`config.mk`:
```
export PLATFORM = sky130hd
export DESIGN_NAME = digest_reader
export DESIGN_NICKNAME = d
export VERILOG_FILES = /design/src/rtl/digest_reader_pkg.sv /design/src/rtl/digest_reader.sv
export SDC_FILE = /design/constraint.sdc
export NUM_CORES = 1
export LEC_CHECK = 0
export CORE_ASPECT_RATIO = 1.75
export CORE_UTILIZATION = 51
export DETAILED_ROUTE_END_ITERATION = 10
export PLACE_DENSITY_LB_ADDON = 0.25
export SYNTH_ARGS = -nofsm -noshare
export SYNTH_HDL_FRONTEND = slang
export SYNTH_SLANG_ARGS = --single-unit
```
`constraint.sdc`:
```
create_clock -name clk -period 3.53 [get_ports clk]
set_input_delay 0.706 -clock clk [delete_from_list [all_inputs] [get_ports clk]]
set_output_delay 0.706 -clock clk [all_outputs]
set_load 0.01 [all_outputs]
```
`src/rtl/digest_reader_pkg.sv`:
```
// Shared SHA256 digest readback constants and helpers.
// Used by digest_reader; byte swap helper serves DIGEST_BSWAP_EN builds.
package digest_reader_pkg;

    localparam int WORD = 32;
    localparam int DIGEST_WORDS = 8;
    localparam int DR_IDX_W = 3;

    localparam logic [0:0] DR_IDLE = 1'b0;
    localparam logic [0:0] DR_SEND = 1'b1;

    function automatic logic [WORD-1:0] bswap(input logic [WORD-1:0] w);
        return {w[7:0], w[15:8], w[23:16], w[31:24]};
    endfunction

endpackage

```
`src/rtl/digest_reader.sv`:
```
// Snapshots the eight SHA256 hash words and streams them out, hash0 first.
// Define DIGEST_BSWAP_EN to byte-reverse each word for little-endian hosts.
module digest_reader
    import digest_reader_pkg::*;
#(
    parameter int NUM_WORDS = DIGEST_WORDS,
    parameter int WORD_W    = WORD
) (
    input  logic                clk,
    input  logic                resetn,
    input  logic [WORD_W-1:0]   hash0,
    input  logic [WORD_W-1:0]   hash1,
    input  logic [WORD_W-1:0]   hash2,
    input  logic [WORD_W-1:0]   hash3,
    input  logic [WORD_W-1:0]   hash4,
    input  logic [WORD_W-1:0]   hash5,
    input  logic [WORD_W-1:0]   hash6,
    input  logic [WORD_W-1:0]   hash7,
    input  logic                digest_valid,
    output logic                capture_ready,
    output logic [WORD_W-1:0]   m_data,
    output logic                m_valid,
    input  logic                m_ready,
    output logic                m_last,
    output logic [DR_IDX_W-1:0] m_index,
    output logic                overrun
);

    generate
        if (NUM_WORDS != 8 || WORD_W != 32) begin : g_bad_cfg
            $error("digest_reader supports only NUM_WORDS=8, WORD_W=32");
        end
    endgenerate

    localparam logic [DR_IDX_W-1:0] LAST_IDX = DR_IDX_W'(NUM_WORDS - 1);

    logic [0:0]          state;
    logic [DR_IDX_W-1:0] idx;
    logic [WORD_W-1:0]   shadow  [NUM_WORDS];
    logic [WORD_W-1:0]   hash_in [NUM_WORDS];
    logic [WORD_W-1:0]   word;

    always_comb begin
        hash_in[0] = hash0;
        hash_in[1] = hash1;
        hash_in[2] = hash2;
        hash_in[3] = hash3;
        hash_in[4] = hash4;
        hash_in[5] = hash5;
        hash_in[6] = hash6;
        hash_in[7] = hash7;
    end

    // Captures are only taken in IDLE; any request seen in SEND is dropped.
    always_ff @(posedge clk or negedge resetn) begin
        if (!resetn) begin
            state   <= DR_IDLE;
            idx     <= '0;
            overrun <= 1'b0;
            for (int i = 0; i < NUM_WORDS; i++) begin
                shadow[i] <= '0;
            end
        end else if (state == DR_IDLE) begin
            if (digest_valid) begin
                for (int i = 0; i < NUM_WORDS; i++) begin
                    shadow[i] <= hash_in[i];
                end
                idx     <= '0;
                overrun <= 1'b0;
                state   <= DR_SEND;
            end
        end else begin
            if (digest_valid) begin
                overrun <= 1'b1;
            end
            if (m_ready) begin
                if (idx == LAST_IDX) begin
                    idx   <= '0;
                    state <= DR_IDLE;
                end else begin
                    idx <= idx + DR_IDX_W'(1);
                end
            end
        end
    end

    assign word = shadow[idx];

`ifdef DIGEST_BSWAP_EN
    assign m_data = bswap(word);
`else
    assign m_data = word;
`endif

    assign capture_ready = (state == DR_IDLE);
    assign m_valid       = (state == DR_SEND);
    assign m_index       = idx;
    assign m_last        = (state == DR_SEND) && (idx == LAST_IDX);

endmodule

```
==> flow_summary.yaml, run 1 <==
run:
  cap_violations: 0
run_status:
  status: "complete, no violations"
drt:
  wl_per_cell_um: 21.7
  wirelength_mm: 28.2
  ant_nets: 0
  drt_iter0_markers: 291
  drt-pass1-iter-count: 4
  num_vias: 7059
  drcViolationCount: 0
  via_per_inst: 5.43
cts:
  clkTransAtPathRegs_ps: 70
  cts_tree: "yes"
  cts_htree_levels: 1
  clockBufferDepth: 3
  cts_num_sinks: 261
  clock_latency_ps: 520
  cts_root_buf: "clkbuf_16"
  cts_buffers: 25
floorplanning:
  fp-row-count: 72
  fp.coreArea_um2: 22300
  dieHeight_um: 202
  die_area_um2: 23500
  boundaryPins: 299
  initial_core_util_pct: 52.5
  die_w_um: 116
timing:
  fin_ws_ps: 109
  setup_viol: 0
  fmax_ghz: 0.292
  fin_tns_setup_ps: 0
  fin_skew_ps: 9.99
  worstMarginPinSlew_ps: 680
  timing.final.max_slew_violations: 0
  hold_violations: 0
  relSlewSlack_pct: 54.7
  period_minus_slack_ps: 3420
  rsz0062_at_grt: "false"
  period_share_pct: 96.9
critical_path:
  r2r_slack_ps: 1540
  worst-path-buf-inv: 2
  path_cells: "buf_12, mux4_2, mux2_2, clkdlybuf4s50_1"
  rr_worst_depth: 3
  crit_type: "register to output pin"
  cp_data_required_time_ps: 2820
  timing.rr.end: "shadow[79]"
  crit_path_start_kind: "register"
  end_kind: "output pin"
  cp_max_fo: 33
  r2r-start: "m_valid"
  crit_arrival_ps: 2710
  slowest_delay_ps: 780
  crit_family: "flip-flops"
  cp_slowest_cell: "dfrtp_4"
logic_synthesis:
  synth_area_per_cell_um2: 17.3
  syn_nets: 937
  synth-async-reset-ratio_pct: 100
  ys_warn_count: 0
  ys_types: 23
  ys_ff_latch: 261
  seq_area_frac_synth_pct: 55.9
  synth_edf_count: 0
  synth_cells: 675
  synth_ff_type: "dfrtp_1"
  netlist_area_um2: 11700
power_and_ir_drop:
  switching_power_mw: 3.74
  p_per_area_nw_per_um2: 832
  p_total_mw: 13.2
  power_frac_comb_pct: 38.7
  peakVddDrop_mv: 0.592
  sw_frac_of_total_pct: 28.3
  seqPwrFrac_pct: 40.2
  p_leak_nw: 6.69
  internal_power_mw: 9.49
  p_clk_share_pct: 21.1
layout:
  nNetsFinal: 1238
  stdcell_area_um2: 15900
  mostFrequentLayoutCells: "297 x clkdlybuf4s50_1, 258 x dfrtp_1, 227 x mux2_1"
  synthToLayoutAreaGrowth_pct: 36.2
  drive_gt1_share_pct: 19.2
  layout_commonest_cell: "clkdlybuf4s50_1"
  fillers: 1528
placed_design:
  hpwlAfterDp_mm: 20.5
  numPortBuffers: 298
  placed_area_um2: 15000
  pre_cts_ws_ps: 526
  place.gp.congestion: 0.761
grt:
  grt_pass1_vias: 8163
  grt_overflow: 0
  grt_first_pass_wirelength_mm: 43.4
  grt_antenna_before_repair: 10
  grt_use_total_pct: 24.8
  grt_max_degree: 87
worst_hold_path:
  hold_class: "primary input to async pin"
## synthesized netlist by cell type, types with 2 or more instances
library cell / count / area, um^2
buf_1: 2 / 7.51
mux2_1: 227 / 2560
ha_1: 2 / 25.0
clkbuf_1: 6 / 22.5
mux4_1: 5 / 131
mux2_2: 62 / 698
buf_6: 4 / 45.0
buf_2: 11 / 55.1
buf_4: 24 / 180
mux4_2: 58 / 1310
dfrtp_1: 261 / 6530
a21o_1: 2 / 15.0
## what timing repair did
item	CTS	global route
endpoints found under the hold margin	0	0
setup buffers	3	0
setup endpoints to repair	2	0
resized for setup	0	0
hold buffers	0	0
## layout make-up
| class | count | area (um^2) | area share [%] |
|---|---|---|---|
| Inverter | 1 | 3.75 | 0.0236 |
| Sequential cell | 261 | 6540 | 41.1 |
| Clock buffer | 32 | 682 | 4.29 |
| Tap cell | 296 | 370 | 2.33 |
| Antenna cell | 10 | 25.0 | 0.157 |
| Timing Repair Buffer | 322 | 3280 | 20.6 |
| Multi-Input combinational cell | 365 | 4830 | 30.3 |
| Clock inverter | 13 | 178 | 1.12 |
## logic make-up (layout without fill, tap and decap cells)
kind of cell	Yosys count	count (layout)	synth area share, %
muxes	354	354	40.5
DFF	261	261	55.9
buffers and inverters	49	368	2.82
and+or+nand+nor	5	5	0.311
AOI/OAI and AO/OA	4	4	0.268
adders and majority gates	2	2	0.214
other	0	10	0
## worst reg2reg max path: cells and delay by family, from the launching register on
family / cells / cell delay (ps)
flip-flops: 1 / 550
buffers and inverters: 1 / 480
AND/OR/NAND/NOR: 1 / 450
multiplexers: 1 / 410
## sequential cells by signal (all words and copies together) (netlist names)
signal / count
m_valid: 1
overrun: 1
m_index: 3
shadow: 256
## per-layer routing
| metal | vias to the layer above | routed length [um] | track usage [%] |
|---|---|---|---|
| li1 | 3136 | - | - |
| met4 | 0 | 1180 | 11.2 |
| met2 | 228 | 15700 | 46.0 |
| met5 | - | 0 | 0 |
| met1 | 3632 | 9710 | 26.3 |
| met3 | 63 | 1660 | 4.80 |
## power groups by stage
stage	Sequential (mW)	Clock, mW	Combinational, mW
finish	5.32	2.79	5.12
global route	5.50	2.98	5.51
CTS	5.33	2.86	5.21
detailed placement	5.41	0	5.10
global placement	5.33	0	4.96
floorplan	4.91	0	3.42
## worst max-delay path by stage
stage,from,to,slack (ps),cells after the start
after floorplan,m_index[0],m_data[24],1210,4
after global placement,m_index[0],m_data[24],570,4
after detailed placement,m_index[0],m_data[25],530,4
after CTS,m_index[2],m_data[10],70,4
after global routing,m_index[2],m_data[10],20,4
final,m_index[2],m_data[10],110,4
## per-stage QoR
step / hold slack [ps] / instances / utilization, %
floorplan: 410 / 675 / -
global placement: 462 / 1242 / 67.4
detailed placement: 471 / 1242 / 67.4
CTS: 208 / 1290 / 71.4
global route: 231 / 1300 / 71.5
finish: 177 / 1300 / 71.5
Note: power is estimated with default switching activity, not from simulation.
==> run 2: changes to the inputs <==
- CORE_ASPECT_RATIO: 1.75 -> 0.9
==> run 2 against run 1 <==
Sequential share of layout area down 0.32 points. Via count down 0.37%. Clock-buffer cell count up 8. Critical endpoint is now m_data[0]. Cell count unchanged. Register-to-register slack better by 160 ps. Largest cell class unchanged. Global-route usage down 1.8 points. Fmax up 2.6%.
==> flow_summary.yaml, run 2 (synthesis results as in run 1) <==
layout:
  largest_reg_flops: 256
  nNetsFinal: 1242
  fin_util_pct: 71.4
  regMostFlops: "shadow"
  stdcell_count: 1300
  drive_gt1_share_pct: 19.9
  layout_commonest_cell: "clkdlybuf4s50_1"
  mostFrequentLayoutCells: "297 x clkdlybuf4s50_1, 258 x dfrtp_1, 227 x mux2_1"
  synthToLayoutAreaGrowth_pct: 37.2
critical_path:
  cp_max_fo: 8
  path_cells: "buf_4, mux4_4, mux2_2, clkdlybuf4s50_1"
  r2r-start: "m_valid"
  worst-path-buf-inv: 2
  crit_path_start_kind: "register"
  cp_slowest_cell: "mux4_4"
  slowest_delay_ps: 640
  crit_type: "register to output pin"
  crit_start: "m_index[0]"
  end_kind: "output pin"
  crit_arrival_ps: 2630
  crit_family: "multiplexers"
  cp_data_required_time_ps: 2820
placed_design:
  place.gp.congestion: 0.763
  hpwlAfterDp_mm: 18.0
  numPortBuffers: 298
  dp.cells: 1242
grt:
  grt_first_pass_wirelength_mm: 42.1
  grt_overflow: 0
  grt_pass1_vias: 7710
  grt_use_met3_pct: 5.53
  grt_use_met1_pct: 31.4
  grt_use_total_pct: 23.0
  grt_antenna_before_repair: 1
  grt_max_degree: 94
  busiest_layer: "met2"
  grt_use_met2_pct: 36.3
floorplanning:
  fp.coreArea_um2: 22400
  die_area_um2: 23500
  boundaryPins: 299
  dieHeight_um: 146
  fp-row-count: 52
  initial_core_util_pct: 52.0
  die_w_um: 162
cts:
  clock_latency_ps: 530
  clkTransAtPathRegs_ps: 60
  cts_resized: 0
  clockBufferDepth: 3
  cts_htree_levels: 1
  cts_num_sinks: 261
  cts_root_buf: "clkbuf_16"
  cts_tree: "yes"
  cts_buffers: 28
drt:
  via_per_inst: 5.41
  drt-pass1-iter-count: 4
  ant_nets: 0
  drt_iter0_markers: 365
  wl_per_cell_um: 20.1
  drcViolationCount: 0
  wirelength_mm: 26.1
  num_vias: 7033
power_and_ir_drop:
  internal_power_mw: 9.67
  p_clk_share_pct: 22.2
  power_frac_comb_pct: 38.6
  p_per_area_nw_per_um2: 835
  seqPwrFrac_pct: 39.3
  p_leak_nw: 6.77
  peakVddDrop_mv: 0.576
  sw_frac_of_total_pct: 27.7
  switching_power_mw: 3.70
timing:
  rsz0062_at_grt: "false"
  period_minus_slack_ps: 3330
  relSlewSlack_pct: 53.2
  setup_viol: 0
  hold_violations: 0
  period_share_pct: 94.5
  fmax_ghz: 0.300
  timing.hold.ws_ps: 207
  timing.final.max_slew_violations: 0
  fin_tns_setup_ps: 0
  worstMarginPinSlew_ps: 702
  fin_skew_ps: 8.55
run_status:
  status: "complete, no violations"
run:
  cap_violations: 0
worst_hold_path:
  hold_class: "primary input to async pin"
run 2: area by class of cell:
| cell class | instances | area, um^2 |
|---|---|---|
| Antenna cell | 1 | 2.50 |
| Sequential cell | 261 | 6540 |
| Fill cell | 1485 | 6420 |
| Multi-Input combinational cell | 365 | 4830 |
| Clock inverter | 12 | 121 |
| Clock buffer | 40 | 837 |
| Inverter | 1 | 3.75 |
| Tap cell | 297 | 372 |
| Timing Repair Buffer | 323 | 3330 |
run 2: power by group through the flow:
| stage | Sequential, mW | Clock (mW) | Combinational, mW |
|---|---|---|---|
| after floorplan | 4.91 | 0 | 3.42 |
| after global placement | 5.28 | 0 | 4.91 |
| after detailed placement | 5.34 | 0 | 5.04 |
| after CTS | 5.26 | 3.04 | 5.24 |
| after global routing | 5.43 | 3.17 | 5.54 |
| final | 5.25 | 2.96 | 5.16 |
run 2: per-layer routing:
| layer | wire (um) | vias to the layer above |
|---|---|---|
| met2 | 12100 | 234 |
| met1 | 11300 | 3591 |
| met5 | 0 | - |
| li1 | - | 3157 |
| met4 | 941 | 0 |
| met3 | 1780 | 51 |
run 2: path summary, 6_finish.rpt:
check | end | slack (ps) | cells past startpoint
hold / removal | shadow[8] | 210 | 1
min in group clk | shadow[46] | 480 | 1
setup reg to reg | shadow[242] | 1700 | 3
setup / recovery | m_data[0] | 200 | 4
hold reg to reg | shadow[46] | 480 | 1
max in group asynchronous | shadow[249] | 2540 | 2
run 2: metrics by stage:
| stage | setup WS [ps] | area [um^2] | total power, mW |
|---|---|---|---|
| detailed placement | 517 | 15000 | 10.4 |
| floorplan | 1210 | 11700 | 8.33 |
| CTS | 144 | 16000 | 13.5 |
| finish | 195 | 16000 | 13.4 |
| global route | 101 | 16000 | 14.1 |
| global placement | 544 | 15000 | 10.2 |
run 2: repair_timing:
| action | 4_1_cts | 5_1_grt |
|---|---|---|
| setup buffers | 5 | 0 |
| setup endpoints to repair | 3 | 0 |
| hold buffers | 0 | 0 |
==> run 3: changes to the inputs <==
- ABC_CLOCK_PERIOD_IN_PS: not set -> 3530
==> results of run 3 <==
No change in the layout: final DEF, timing and power equal those of run 2.
